===== config.mk =====
export PLATFORM = sky130hd
export DESIGN_NAME = display_scan_decoder
export DESIGN_NICKNAME = d
export VERILOG_FILES = /design/src/rtl/display_scan_decoder.sv
export SDC_FILE = /design/constraint.sdc
export NUM_CORES = 1
export LEC_CHECK = 0
export BUFFER_PORTS_ARGS = -buffer_cell sky130_fd_sc_hd__buf_2
export CAP_MARGIN = 40
export CORE_ASPECT_RATIO = 1.4
export CORE_MARGIN = 2
export CORE_UTILIZATION = 61
export CTS_BUF_LIST = sky130_fd_sc_hd__clkbuf_4
export CTS_CLUSTER_DIAMETER = 200
export DETAILED_ROUTE_END_ITERATION = 8
export GPL_TIMING_DRIVEN = 0
export PLACE_DENSITY = 0.83
export REMOVE_ABC_BUFFERS = 1
export SYNTH_ARGS = -nofsm -noshare
export SYNTH_HDL_FRONTEND = slang
export SYNTH_SLANG_ARGS = --single-unit
export TNS_END_PERCENT = 100

===== constraint.sdc =====
create_clock -name clock -period 2.9 [get_ports clock]
set_input_delay 0.58 -clock clock [delete_from_list [all_inputs] [get_ports clock]]
set_output_delay 0.58 -clock clock [all_outputs]
set_load 0.05 [all_outputs]

===== src/rtl/display_scan_decoder.sv =====
// Multiplexed 7-segment display scan decoder.
// Samples the anode and cathode buses, captures each steady scan step once,
// decodes the segment pattern into a hex nibble and gathers one frame of
// digits in a shadow store. The shadow is committed to the outputs when the
// scan wraps back to an index at or before the last captured one.
module display_scan_decoder #(
   parameter int unsigned STABLE_CYCLES = 4
) (
   input  logic        clock,
   input  logic        reset,
   input  logic [7:0]  an,
   input  logic [7:0]  dec_cat,
   output logic [31:0] digits,
   output logic [7:0]  digit_en,
   output logic [7:0]  dp,
   output logic [7:0]  digit_err,
   output logic        frame_done,
   output logic        an_error
);

   localparam int unsigned SAMPLE_W = 16;
   localparam int unsigned CNT_W    = 8;
   localparam int unsigned NDIG     = 8;
   localparam int unsigned IDX_W    = 3;

   // Sample pipeline and stability counter
   logic [SAMPLE_W-1:0] sample_q, sample_d;
   logic [SAMPLE_W-1:0] prev_q, prev_d;
   logic [CNT_W-1:0]    cnt_q, cnt_d;
   logic                cap_stb;

   // Anode and segment decode of the captured sample
   logic [NDIG-1:0]     an_low;
   logic                an_single;
   logic                an_multi;
   logic [IDX_W-1:0]    an_idx;
   logic [6:0]          seg_act;
   logic                cap_dp;
   logic                dec_ok;
   logic [3:0]          dec_nib;

   // Shadow frame store and last captured index
   logic [31:0]         sh_dig_q, sh_dig_d;
   logic [NDIG-1:0]     sh_en_q, sh_en_d;
   logic [NDIG-1:0]     sh_dp_q, sh_dp_d;
   logic [NDIG-1:0]     sh_err_q, sh_err_d;
   logic [IDX_W-1:0]    last_q, last_d;
   logic                last_vld_q, last_vld_d;

   // Committed outputs
   logic [31:0]         digits_q, digits_d;
   logic [NDIG-1:0]     digit_en_q, digit_en_d;
   logic [NDIG-1:0]     dp_q, dp_d;
   logic [NDIG-1:0]     digit_err_q, digit_err_d;
   logic                frame_done_q, frame_done_d;
   logic                an_error_q, an_error_d;

   // Hex decode of an active-high abcdefg pattern; bit 4 flags a legal glyph
   function automatic logic [4:0] decode_seg(input logic [6:0] s);
      case (s)
         7'b1111110: return {1'b1, 4'h0};
         7'b0110000: return {1'b1, 4'h1};
         7'b1101101: return {1'b1, 4'h2};
         7'b1111001: return {1'b1, 4'h3};
         7'b0110011: return {1'b1, 4'h4};
         7'b1011011: return {1'b1, 4'h5};
         7'b1011111: return {1'b1, 4'h6};
         7'b1110000: return {1'b1, 4'h7};
         7'b1111111: return {1'b1, 4'h8};
         7'b1111011: return {1'b1, 4'h9};
         7'b1110111: return {1'b1, 4'hA};
         7'b0011111: return {1'b1, 4'hB};
         7'b1001110: return {1'b1, 4'hC};
         7'b0111101: return {1'b1, 4'hD};
         7'b1001111: return {1'b1, 4'hE};
         7'b1000111: return {1'b1, 4'hF};
         default:    return 5'b0_0000;
      endcase
   endfunction

   // Stability tracking: capture fires once, when the counter reaches the threshold
   always_comb begin
      sample_d = {an, dec_cat};
      prev_d   = sample_q;
      cnt_d    = cnt_q;
      cap_stb  = 1'b0;
      if (sample_q != prev_q) begin
         cnt_d = '0;
      end else if (cnt_q < CNT_W'(STABLE_CYCLES)) begin
         cnt_d = cnt_q + CNT_W'(1);
         if (cnt_q == CNT_W'(STABLE_CYCLES - 1)) begin
            cap_stb = 1'b1;
         end
      end
   end

   // Decode anode selection and segment glyph of the steady sample
   always_comb begin
      an_low    = ~prev_q[15:8];
      an_single = (an_low != '0) && ((an_low & (an_low - NDIG'(1))) == '0);
      an_multi  = (an_low != '0) && !an_single;
      an_idx    = '0;
      for (int k = 0; k < int'(NDIG); k++) begin
         if (an_low[k]) begin
            an_idx = IDX_W'(k);
         end
      end
      seg_act = ~prev_q[7:1];
      cap_dp  = ~prev_q[0];
      {dec_ok, dec_nib} = decode_seg(seg_act);
   end

   // Shadow update, wrap detection and commit to the outputs
   always_comb begin
      sh_dig_d     = sh_dig_q;
      sh_en_d      = sh_en_q;
      sh_dp_d      = sh_dp_q;
      sh_err_d     = sh_err_q;
      last_d       = last_q;
      last_vld_d   = last_vld_q;
      digits_d     = digits_q;
      digit_en_d   = digit_en_q;
      dp_d         = dp_q;
      digit_err_d  = digit_err_q;
      frame_done_d = 1'b0;
      an_error_d   = 1'b0;
      if (cap_stb) begin
         if (an_multi) begin
            an_error_d = 1'b1;
         end else if (an_single) begin
            // Wrap: revisiting an index at or before the last one closes the frame
            if (last_vld_q && (an_idx <= last_q)) begin
               digits_d     = sh_dig_q;
               digit_en_d   = sh_en_q;
               dp_d         = sh_dp_q;
               digit_err_d  = sh_err_q;
               frame_done_d = 1'b1;
               sh_dig_d     = '0;
               sh_en_d      = '0;
               sh_dp_d      = '0;
               sh_err_d     = '0;
            end
            sh_dig_d[{an_idx, 2'b00} +: 4] = dec_ok ? dec_nib : 4'h0;
            sh_en_d[an_idx]  = 1'b1;
            sh_dp_d[an_idx]  = cap_dp;
            sh_err_d[an_idx] = !dec_ok;
            last_d           = an_idx;
            last_vld_d       = 1'b1;
         end
      end
   end

   // State registers; idle sample is the all-high (blank) bus
   always_ff @(posedge clock or negedge reset) begin
      if (!reset) begin
         sample_q     <= '1;
         prev_q       <= '1;
         cnt_q        <= '0;
         sh_dig_q     <= '0;
         sh_en_q      <= '0;
         sh_dp_q      <= '0;
         sh_err_q     <= '0;
         last_q       <= '0;
         last_vld_q   <= 1'b0;
         digits_q     <= '0;
         digit_en_q   <= '0;
         dp_q         <= '0;
         digit_err_q  <= '0;
         frame_done_q <= 1'b0;
         an_error_q   <= 1'b0;
      end else begin
         sample_q     <= sample_d;
         prev_q       <= prev_d;
         cnt_q        <= cnt_d;
         sh_dig_q     <= sh_dig_d;
         sh_en_q      <= sh_en_d;
         sh_dp_q      <= sh_dp_d;
         sh_err_q     <= sh_err_d;
         last_q       <= last_d;
         last_vld_q   <= last_vld_d;
         digits_q     <= digits_d;
         digit_en_q   <= digit_en_d;
         dp_q         <= dp_d;
         digit_err_q  <= digit_err_d;
         frame_done_q <= frame_done_d;
         an_error_q   <= an_error_d;
      end
   end

   assign digits     = digits_q;
   assign digit_en   = digit_en_q;
   assign dp         = dp_q;
   assign digit_err  = digit_err_q;
   assign frame_done = frame_done_q;
   assign an_error   = an_error_q;

endmodule


==> results.yml, run 1 <==
outcome:
  status: "finished, final reports clean"
setup_path:
  max_stage_delay_ps: 610
  cp_slowest_cell: "dfstp_2"
  path_max_fanout: 9
  end_kind: "flop"
  cp_top_family: "simple AND/OR/NAND/NOR gates"
  critical_path_buf_inv_count: 0
  crit_type: "flop to flop"
  path_cells: "nor2b_1 > o21a_2 > o21ai_4 > ha_1 > ha_2 > nand2_1 > or4_4 > or2_1 > o22ai_1"
  required_ps: 3370
  worstPathArrival_ps: 3300
  startpoint_type: "flop"
power:
  power.density_mw_per_mm2: 492.0
  irDropWorstVdd_v: 0.0003211
  power_leakage_nw: 3.847
  power.total_mw: 3.838
grt:
  track_usage_pct: 25.00
  grt_pass1_vias: 4758
  grt_overflow: 0
  grt_max_degree: 91
  antenna_found_initial: 1
  grt_pass1_wl_um: 23320
floorplanning:
  die_h_um: 129.4
  coreArea_mm2: 0.01092
  design.die.area_mm2: 0.01211
  start_util_pct: 62.75
  rows: 45
  io_pins: 76
  dieWidth_um: 93.59
detailed_routing:
  wl_per_cell_um: 18.05
  dr.pass1.iters: 5
  dr_total_vias: 4736
  drt_iter0_drc: 272
  routed_via_density: 6.018
  antenna_violating_nets_post_route: 0
  wirelength_um: 14210
  drc: 0
final_layout:
  nNetsFinal: 659
  drive_above_1_share_pct: 35.35
  fin_area_mm2: 0.007801
  final-seq-area_mm2: 0.003998
  multi_input_area_mm2: 0.002665
  n_fill_cell: 750
  syn_to_final_growth_pct: 13.82
timing:
  slew-limit-headroom_pct: 47.25
  tns_ps: 0
  setup_viol: 0
  slew_violations: 0
  fmax_ghz: 0.3540
  final-hold-violation-count: 0
  hold_ws_ps: 63.55
  fin_crit_ps: 2825
  clock_skew_ps: 12.90
  worst_pin_slew_ps: 791.2
  period_share_pct: 97.40
yosys:
  synthTopCellsByCount: "dfrtp_1, o21ai_0, mux2_2"
  synth-seq-cells: 158
  async_flop_share_pct: 100.0
  synth-edff-count: 0
  yosysTopAreaCellShare_pct: 46.00
  netlist_instances: 546
  synth_top_cell_by_area: "dfrtp_1"
  synthFlopType: "dfrtp_1"
  syn_area_mm2: 0.006854
  yosysWarningCount: 0
  synthTopCellsByArea: "dfrtp_1, dfstp_2, mux2_2, o21ai_0, mux2_1"
  yosysMostFrequentCell: "dfrtp_1"
  ys_seq_area_share_pct: 58.27
  syn_avg_cell_area_um2: 12.55
  synth.distinct_cells: 68
cts:
  cts_root_buf: "clkbuf_4"
  clock_path_buffers: 2
  cts-htree-levels: 4
  path_clk_slew_ps: 120
  cts_sinks: 158
  cts_tree: "done"
  numCtsBuffers: 17
  clk_latency_ps: 550
placement:
  io_buffers: 75
  place_area_mm2: 0.007244
  hpwlAfterDp_um: 9146
  gp_congestion: 0.8880
run:
  cap_violations: 0
hold_path:
  hold_path_class: "primary input to asynchronous set/reset pin"
==> per-layer routing <==
metal	vias up	GRT usage, %	wire (um)
li1	2160	-	-
met1	2387	30.66	5769
met2	155	42.45	7420
met3	34	5.233	574
met4	0	11.94	441
met5	-	0	0
==> metrics by stage <==
stage / std cells / setup slack (ps) / utilization, %
global placement: 731 / -809.9 / 65.88
floorplan: 515 / -9.973 / -
CTS: 776 / 68.30 / 70.34
global route: 787 / -47.76 / 71.42
detailed placement: 733 / -783.0 / 66.32
finish: 787 / 75.38 / 71.42
==> where the power goes <==
part,total [mW],leakage [nW],internal [mW],switching (mW)
combinational,0.199,1.59,0.0753,0.124
clock,1.35,0.161,0.606,0.745
sequential,2.29,2.10,2.25,0.0418
total,3.84,3.85,2.93,0.910
==> final timing paths <==
check / startpoint / endpoint / slack, ps / cells after the start
worst max-delay path: prev_q[10] / sh_dig_q[19] / 80 / 9
worst min-delay path: reset / digit_en[6] / 60 / 1
worst max register to register: prev_q[10] / sh_dig_q[19] / 80 / 9
worst min register to register: prev_d[14] / prev_q[14] / 370 / 0
max in group asynchronous: reset / cnt_q[5] / 2040 / 2
min in group clock: an[7] / prev_d[15] / 110 / 1
==> placed cells by master (no fill, tap or decap), drive strengths merged, types with 4 or more instances in the layout <==
| cell type | n |
|---|---|
| a21boi | 4 |
| o21ai | 42 |
| mux2i | 5 |
| dfrtp | 126 |
| inv | 22 |
| a22o | 8 |
| xnor2 | 18 |
| o2bb2ai | 13 |
| o21bai | 4 |
| nand4 | 9 |
| a31oi | 5 |
| a21oi | 6 |
| o22ai | 8 |
| nand3b | 4 |
| and3 | 4 |
| clkbuf | 19 |
| nor4 | 5 |
| nand2 | 29 |
| clkinv | 9 |
| dfstp | 32 |
| nor3 | 13 |
| mux2 | 46 |
| or2 | 10 |
| a21o | 5 |
| nor2 | 15 |
| ha | 9 |
| buf | 96 |
| a32o | 12 |
| and2 | 13 |
| nand3 | 8 |
| or4 | 4 |
==> cells by family (layout without fill, tap and decap cells) <==
kind of cell | after synthesis | in the layout | share of synthesized area [%]
XOR/XNOR | 18 | 18 | 2.519
adder cells (fa/ha/maj) | 9 | 9 | 1.643
AO/OA/AOI/OAI | 126 | 126 | 13.18
buffers and inverters | 52 | 149 | 4.217
multiplexers | 51 | 51 | 8.288
other | 0 | 1 | 0
flip-flops | 158 | 158 | 58.27
AND/OR/NAND/NOR | 132 | 134 | 11.88
==> worst reg2reg max path, cell delays in order, from the launching register on <==
cell and delay (ps):
dfstp_2 610, nor2b_1 180, o21a_2 230, o21ai_4 100
ha_1 240, ha_2 430, nand2_1 70, or4_4 450
or2_1 280, o22ai_1 160
==> layout make-up <==
class	count	share of cell area (%)
antenna	1	0.03208
clock buffer	19	1.828
clock inverter	13	1.876
inverter	21	1.010
multi-input combinational	338	34.16
sequential	158	51.24
tap	141	2.261
timing repair buffer	96	7.586
==> state kept, by name, summed over array words and instances (netlist names) <==
name	count
digits	32
prev_q	16
prev_d	16
sh_dig_q	32
dp	8
last_q	3
digit_en	8
last_vld_q	1
frame_done	1
cnt_q	8
digit_err	8
an_error	1
sh_dp_q	8
sh_en_q	8
sh_err_q	8
==> timing repair <==
| action | CTS | global route |
|---|---|---|
| hold buffers | 0 | 0 |
| gates resized for setup | 8 | 6 |
| buffers inserted | 9 | 10 |
| pin swaps | 3 | 4 |
| endpoints found under the setup margin | 115 | 83 |
| endpoints found under the hold margin | 0 | 0 |
| cloned | 2 | 0 |
Note: power is estimated with default switching activity, not from simulation.
==> inputs of run 2 (changes only) <==
CORE_UTILIZATION = 42   (was 61)
CTS_BUF_LIST = sky130_fd_sc_hd__clkbuf_4 sky130_fd_sc_hd__clkbuf_8   (was sky130_fd_sc_hd__clkbuf_4)
PLACE_DENSITY = 0.6   (was 0.83)
SLEW_MARGIN = 15   (was default)
==> run 2 against run 1 <==
  * Clock power increased by 25%
  * Critical path type unchanged
  * Critical endpoint unchanged
  * Sequential power about the same
  * Register-to-register slack improved by 50 ps
  * Sequential cell count unchanged
  * Clock-buffer cell count decreased by 1
  * Maximum frequency increased by 1.8%
==> results.yml, run 2 (same netlist as run 1, synthesis figures left out) <==
outcome:
  status: "finished, final reports clean"
cts:
  cts_root_buf: "clkbuf_8"
  numCtsBuffers: 17
  cts_tree: "done"
  cts-htree-levels: 4
  cts_sinks: 158
  holdBufCountCts: 0
  clock_path_buffers: 2
  clk_latency_ps: 440
  path_clk_slew_ps: 80
setup_path:
  r2r_setup_slack_ps: 120
  worstPathArrival_ps: 3140
  worstReg2RegEnd: "sh_dig_q[19]"
  path_max_fanout: 9
  required_ps: 3260
  startpoint_type: "flop"
  end_kind: "flop"
  reg2reg_from: "prev_q[10]"
  cp_slowest_cell: "dfstp_2"
  ff2ff_path_depth: 9
  max_stage_delay_ps: 590
  crit_type: "flop to flop"
  path_cells: "nor2b_1 > o21a_2 > o21ai_4 > ha_1 > ha_2 > nand2_1 > or4_4 > or2_1 > o22ai_1"
timing:
  fmax_ghz: 0.3603
  period_share_pct: 95.71
  worst_pin_slew_ps: 674.0
  clock_skew_ps: 8.080
  fin_crit_ps: 2776
  setup_viol: 0
  slew_violations: 0
  slew-limit-headroom_pct: 54.76
  worst_slack_ps: 124.3
  tns_ps: 0
  final-hold-violation-count: 0
  hold_ws_ps: 16.21
detailed_routing:
  dr.pass1.iters: 5
  antenna_violating_nets_post_route: 0
  drt_iter0_drc: 334
  drc: 0
  dr_total_vias: 4589
  routed_via_density: 5.450
  wl_per_cell_um: 17.86
  wirelength_um: 15040
grt:
  grt_pass1_wl_um: 23430
  track_usage_pct: 16.96
  grt_max_degree: 115
  grt_pass1_vias: 4572
  grt_overflow: 0
  antenna_found_initial: 0
placement:
  hpwlAfterDp_um: 9573
  gp_congestion: 0.8233
  io_buffers: 75
  place_area_mm2: 0.007321
  dpl_worst_slack_ps: -845.2
final_layout:
  drive_above_1_share_pct: 36.39
  antennaDiodeCount: 0
  layout_commonest_cell: "dfrtp_1"
  syn_to_final_growth_pct: 17.40
  utilization_pct: 49.97
  final_cell_mix: "dfrtp_1, buf_2, o21ai_0, mux2_2, dfstp_2"
  nNetsFinal: 657
  fin_area_mm2: 0.008046
floorplanning:
  start_util_pct: 42.56
  rows: 55
  io_pins: 76
  design.die.area_mm2: 0.01737
  coreArea_mm2: 0.01610
  die_h_um: 155.2
  dieWidth_um: 112.0
power:
  power.density_mw_per_mm2: 518.0
  power_leakage_nw: 3.896
  irDropWorstVdd_v: 0.0003125
hold_path:
  hold_path_class: "primary input to asynchronous set/reset pin"
run:
  cap_violations: 0
run 2: cell count changes in the layout (fill, tap and decap cells not counted), moves of 2 or more:
cell	previous run	this run
o21bai_2	0	3
clkbuf_8	0	18
o21bai_1	4	1
buf_4	17	10
clkbuf_4	19	0
clkinv_1	4	0
clkinv_2	3	5
buf_12	2	4
run 2: worst max-delay path by stage:
| stage | from | to | slack (ps) | cells after the start |
|---|---|---|---|---|
| after floorplan | prev_q[11] | digit_en[2] | -10 | 10 |
| after CTS | prev_q[15] | digit_en[4] | 30 | 10 |
| final | prev_q[10] | sh_dig_q[19] | 120 | 9 |
| after global placement | reset | digits[16] | -910 | 1 |
| after detailed placement | prev_q[15] | digits[12] | -850 | 10 |
| after global routing | prev_q[11] | sh_dig_q[1] | -30 | 11 |
run 2: repair_timing:
item	in CTS	in global routing
pin swaps	3	3
gates cloned	2	3
buffers inserted	5	9
gates resized for setup	8	11
endpoints found under the setup margin	115	92
run 2: cell type report:
class / count / area (um^2)
clock inverters: 14 / 166.4
fillers: 1426 / 8056
clock buffers: 18 / 247.7
multi-input cells: 341 / 2724
inverters: 21 / 78.83
well taps: 199 / 249.0
repair buffers: 91 / 583.1
flip-flops and latches: 158 / 3998
run 2: power by group:
| group | switching, mW | internal [mW] | leakage (nW) | total (mW) |
|---|---|---|---|---|
| registers | 0.0437 | 2.24 | 2.10 | 2.29 |
| clock network | 0.816 | 0.875 | 0.213 | 1.69 |
| logic | 0.119 | 0.0694 | 1.58 | 0.188 |
| total | 0.978 | 3.19 | 3.90 | 4.17 |
run 2: routing by layer:
metal / track usage [%] / up-vias / wire length, um / share of wire (%)
li1: - / 2152 / - / -
met1: 20.38 / 2300 / 6187 / 41
met2: 30.39 / 114 / 8005 / 53
met3: 3.506 / 23 / 556 / 3.7
met4: 5.691 / 0 / 290 / 1.9
met5: 0 / - / 0 / 0
run 2: worst max-delay path: cells and delay by family (launching register included):
kind	cells	cell delay [ps]
flip-flops	1	590
adder cells (fa/ha/maj)	2	640
AND/OR/NAND/NOR	4	970
AO/OA/AOI/OAI	3	480
run 2: metrics by stage:
stage          power, mW  std cells
5_1_grt            4.353        842
4_1_cts            4.221        830
3_5_place_dp       2.511        791
2_1_floorplan      2.413        515
6_report           4.168        842
3_3_place_gp       2.499        789
